===== config.mk =====
export PLATFORM = sky130hd
export DESIGN_NAME = mem_arbiter
export DESIGN_NICKNAME = d
export VERILOG_FILES = /design/src/rtl/cpu_pkg.sv /design/src/rtl/arb_starve_cnt.sv /design/src/rtl/mem_arbiter.sv
export SDC_FILE = /design/constraint.sdc
export NUM_CORES = 1
export LEC_CHECK = 0
export BUFFER_PORTS_ARGS = -buffer_cell sky130_fd_sc_hd__buf_2
export CAP_MARGIN = 30
export CORE_MARGIN = 2
export CORE_UTILIZATION = 27
export CTS_CLUSTER_DIAMETER = 30
export DETAILED_ROUTE_END_ITERATION = 12
export GPL_TIMING_DRIVEN = 0
export HOLD_SLACK_MARGIN = 0.08
export SLEW_MARGIN = 25
export SYNTH_ARGS = -nofsm -noshare
export SYNTH_HDL_FRONTEND = slang
export SYNTH_SLANG_ARGS = --single-unit
export TNS_END_PERCENT = 1

===== constraint.sdc =====
create_clock -name clk -period 1.2 [get_ports clk]
set_input_delay 0.24 -clock clk [delete_from_list [all_inputs] [get_ports clk]]
set_output_delay 0.24 -clock clk [all_outputs]
set_load 0.05 [all_outputs]

===== src/rtl/cpu_pkg.sv =====
// cpu_pkg: shared memory geometry defaults and the read-owner type used by the arbiter.
package cpu_pkg;
   localparam int CPU_ADDR_WIDTH = 12;
   localparam int CPU_DATA_WIDTH = 16;
   typedef enum logic [1:0] {OWN_NONE, OWN_IF, OWN_D} rd_owner_e;
endpackage


===== src/rtl/arb_starve_cnt.sv =====
// arb_starve_cnt: counts consecutive denied fetch cycles, saturating at LIMIT; starved flags saturation.
module arb_starve_cnt #(
   parameter int LIMIT = 4
) (
   input  logic clk,
   input  logic rst,
   input  logic if_req,
   input  logic if_gnt,
   output logic starved
);
   localparam int CW = $clog2(LIMIT + 1);
   logic [CW-1:0] cnt;
   always_ff @(posedge clk or posedge rst)
      if (rst) cnt <= '0;
      else if (if_gnt) cnt <= '0;
      else if (if_req && cnt != CW'(LIMIT)) cnt <= cnt + 1'b1;
   assign starved = cnt == CW'(LIMIT);
endmodule


===== src/rtl/mem_arbiter.sv =====
// mem_arbiter: fetch/data arbiter for a single-port synchronous memory; data wins conflicts.
// Define MEM_ARB_FAIRNESS_EN to let a starved fetch port win after STARVE_LIMIT denied cycles.
module mem_arbiter
   import cpu_pkg::*;
#(
   parameter int ADDR_WIDTH   = CPU_ADDR_WIDTH,
   parameter int DATA_WIDTH   = CPU_DATA_WIDTH,
   parameter int STARVE_LIMIT = 4
) (
   input  logic                  clk,
   input  logic                  rst,
   input  logic                  if_req,
   input  logic [ADDR_WIDTH-1:0] if_addr,
   output logic                  if_gnt,
   output logic                  if_rvalid,
   output logic [DATA_WIDTH-1:0] if_rdata,
   input  logic                  d_req,
   input  logic                  d_we,
   input  logic [ADDR_WIDTH-1:0] d_addr,
   input  logic [DATA_WIDTH-1:0] d_wdata,
   output logic                  d_gnt,
   output logic                  d_rvalid,
   output logic [DATA_WIDTH-1:0] d_rdata,
   output logic                  mem_en,
   output logic                  mem_rd_en,
   output logic                  mem_wr_en,
   output logic [ADDR_WIDTH-1:0] mem_addr,
   output logic [DATA_WIDTH-1:0] mem_din,
   input  logic [DATA_WIDTH-1:0] mem_dout
);
   rd_owner_e owner, owner_nxt;
   logic starved, if_win;
   logic [DATA_WIDTH-1:0] if_rdata_q, d_rdata_q;
   if (STARVE_LIMIT < 1) begin : g_bad_limit
      $error("STARVE_LIMIT must be at least 1");
   end
`ifdef MEM_ARB_FAIRNESS_EN
   arb_starve_cnt #(.LIMIT(STARVE_LIMIT)) u_starve (
      .clk(clk), .rst(rst), .if_req(if_req), .if_gnt(if_gnt), .starved(starved)
   );
`else
   assign starved = 1'b0;
`endif
   always_comb begin
      if_win    = if_req && (!d_req || starved);
      if_gnt    = !rst && if_win;
      d_gnt     = !rst && d_req && !if_win;
      mem_en    = if_gnt || d_gnt;
      mem_rd_en = if_gnt || (d_gnt && !d_we);
      mem_wr_en = d_gnt && d_we;
      mem_addr  = if_gnt ? if_addr : d_gnt ? d_addr : '0;
      mem_din   = mem_wr_en ? d_wdata : '0;
      owner_nxt = if_gnt ? OWN_IF : (d_gnt && !d_we) ? OWN_D : OWN_NONE;
   end
   // Async reset of owner drops any read already in flight.
   always_ff @(posedge clk or posedge rst) begin
      if (rst) begin
         owner      <= OWN_NONE;
         if_rdata_q <= '0;
         d_rdata_q  <= '0;
      end else begin
         owner <= owner_nxt;
         if (owner == OWN_IF) if_rdata_q <= mem_dout;
         if (owner == OWN_D) d_rdata_q <= mem_dout;
      end
   end
   assign if_rvalid = owner == OWN_IF;
   assign d_rvalid  = owner == OWN_D;
   assign if_rdata  = if_rvalid ? mem_dout : if_rdata_q;
   assign d_rdata   = d_rvalid ? mem_dout : d_rdata_q;
endmodule


==> metrics.md <==
| Metric | Value |
|---|---|
| Total CTS buffers | 5 |
| Critical path arrival | 1.56 ns |
| Clk buf depth | 2 |
| Final Routed Wirelength | 5.004 mm |
| Mapped Area | 0.001657 mm^2 |
| Largest net degree at the start of global routing | 35 |
| DIE AREA | 0.006778 mm^2 |
| Drt wl/cell | 15.07 um |
| Max Clock Freq | 555.5 MHz |
| Overflow after GRT | 0 |
| Crit-path most repeated cell | buf_6 |
| Die Ht | 82.33 um |
| P per Cell Area | 1505 mW/mm^2 |
| Startpoint class of the critical path | register |
| Antenna diodes | 0 |
| Setup ws final | -0.6001 ns |
| CTS root buffer | clkbuf_8 |
| Worst-path clk slew | 0.06 ns |
| Util after Layout | 52.79% |
| WP data required | 0.96 ns |
| Post-route DRC | 0 |
| VDD IR-drop max | 0.0007680 V |
| Die width | 82.33 um |
| Initial antenna violation count | 0 |
| Cell Int Power | 2.830 mW |
| Post-synth top area share | 51.36% |
| Clock Skew | 0.001355 ns |
| Failing checks | setup timing |
| Insertion delay to the later sink of the worst-skew pair | 0.27 ns |
| Vias in the first global route | 1,561 |
| Slowest cell delay on critical path | 0.38 ns |
| Pleak | 1.671 nW |
| Worst-margin pin slew | 0.6899 ns |
| Violation count after the first detailed-routing iteration | 20 |
| Critical path depth | 5 |
| Maxcap violations | 0 |
| Starting Density | 27.98% |
| Crit path cell chain | nand2b_1, buf_6, buf_12, mux2_4, buf_6 |
| Main combinational cell family by area after synthesis | multiplexers |
| Fin nets | 317 |
| First-pass GRT wire length | 7.307 mm |
| DP Wirelength | 3.626 mm |
| Setup TNS Final | -21.55 ns |
| Area contributors post-synth | dfrtp_1, mux2_4, mux2_2, a32o_1, and3_1 |
| Synthesis-to-finish area growth | 88.67% |
| Outcome | finished, violations left |
| Sequential share of the synthesized area | 51.36% |
| Worst Path Buf+Inv | 3 |
| Final hold viol count | 0 |
| Crit path max fanout | 10 |
| Syn Inst Count | 116 |
| Mux cell area share after synthesis | 25.83% |
| DR vias | 1,526 |
| Number of cells on the worst reg-to-reg path | 4 |
| TritonRoute pass-1 iters | 4 |
| Clk sinks | 34 |
| Crit path kind | reg -> out |
| Seq pwr share | 30.5% |
| All-Layer GR Usage | 14.23% |
| Setup WS pre-CTS | -0.3802 ns |
| RSZ-0062 raised after global routing | true |
| Synthesis warning total | 0 |
| Layout cell share with drive strength beyond 1 | 78.21% |
| Cell variety after synth | 16 |
| Top cell type by total area after synthesis | dfrtp_1 |
| Syn nets | 177 |
| P_sw | 1.875 mW |
| Placer Congestion | 0.7162 |
| Family with the most delay on the worst path | buffers and inverters |
| Min Tclk post-route | 1.800 ns |
| Core Area | 0.005921 mm^2 |
| I/O pins | 128 |
| Combinational power share | 51.7% |
| FP Rows | 28 |
| Relative slew slack | 53.94% |
| Sw Ratio | 39.84% |
| Xor and xnor area share after synthesis | 0% |
| TritonCTS clock tree | done |
| Critical Path Slowest Stage Cell | dfrtp_1 |
| Simple-gate share of the synthesized area | 9.290% |
| Post-route ant nets | 0 |
| Mapped Avg Cell Area | 14.28 um^2 |
| Period utilisation layout | 150.0% |
| H-tree depth | 2 |
| Yosys reg bits | 34 |
| Clock power frac | 17.8% |
| Final setup vio count | 93 |
| Synth Area in Compound Gates | 7.704% |
| Min-Delay Path Class | in -> async |
| Port-buffer cells | 127 |
| Slew Limit Fails | 0 |
| Crit. End Element | output pin |
| Adder-Cell Fraction of Synth Area | 0% |
| Number of vias per cell | 4.596 |
[per-layer routing]
metal	vias up	global-route usage, %	routed length [um]
met3	6	4.130	438
met4	0	3.333	29
met2	92	26.13	2644
li1	706	-	-
met5	-	0	0
met1	722	16.13	1892
[cell usage in the layout (no fill, tap or decap), types with 2 or more instances in the layout]
cell type / synthesis / final
clkbuf_8: 0 / 7
nor2_1: 3 / 2
and3_1: 16 / 13
buf_8: 0 / 8
buf_6: 2 / 58
a32o_1: 12 / 3
a32o_2: 0 / 9
buf_4: 0 / 9
and3_4: 0 / 3
buf_12: 2 / 4
nor2b_4: 0 / 2
clkbuf_2: 0 / 2
mux2_4: 18 / 30
buf_2: 3 / 59
mux2_2: 14 / 2
dfrtp_1: 34 / 34
[area by class of cell]
class,count,area (um^2)
multi-input cells,70,807.0
plain buffers,10,120.1
fillers,493,2795
clock buffers,7,86.33
repair buffers,133,1155
clock inverters,1,5.005
inverters,2,7.507
well taps,75,93.84
flip-flops and latches,34,850.8
[flip-flops by register name (all words and copies together), names as in the netlist]
register and cells:
d_rdata_q 16, if_rdata_q 16, owner 2
[cells in the mapped netlist (all sizes together)]
master and count:
and2 2, dfrtp 34, buf 7, a32o 12, nand2b 1, nor2 3
inv 2, and3 16, clkbuf 3, mux2 32, nor2b 3, a211oi 1
[kinds of logic after synthesis]
logic type / after synthesis
flip-flops: 34
multiplexers: 32
AND/OR/NAND/NOR: 25
AO/OA/AOI/OAI: 13
buffers and inverters: 12
[final timing paths]
check,start,end,slack (ns)
setup reg to reg,owner[1],if_rdata_q[6],-0.05
min in group clk,mem_dout[2],d_rdata_q[2],0.23
hold / removal,rst,if_rdata_q[4],0.08
setup / recovery,owner[1],if_rdata[14],-0.60
hold reg to reg,if_rdata_q[11],if_rdata_q[11],0.50
max in group asynchronous,rst,if_rdata_q[0],0.67
[power by group through the flow]
stage	Clock (mW)	Combinational (mW)	Sequential (mW)
final	0.838	2.43	1.43
after floorplan	0	1.51	1.43
after detailed placement	0	1.92	1.45
after CTS	0.899	2.38	1.43
after global placement	0	1.90	1.44
after global routing	0.954	2.55	1.45
[timing repair]
item | CTS | global route
pin swaps | 0 | 3
hold buffers | 0 | 0
setup buffers | 1 | 4
gates resized for setup | 144 | 30
cloned | 1 | 0
setup endpoints to repair | 83 | 91
[metrics by stage]
stage               area [um^2]  power [mW]  instances  hold slack, ns
floorplan                  1672       2.939        116          0.3056
global placement           2401       3.338        318          0.4725
detailed placement         2401       3.371        318          0.4617
CTS                        2973       4.712        328          0.1457
global route               3126       4.956        332          0.1443
finish                     3126       4.705        332         0.08182
[worst reg2reg max path, stage by stage (launching register included)]
cell and delay [ns]:
dfrtp_1 0.38, nand2b_1 0.15, buf_6 0.14, buf_12 0.15, mux2_4 0.32
No activity file was read; power rests on OpenSTA's default activity.
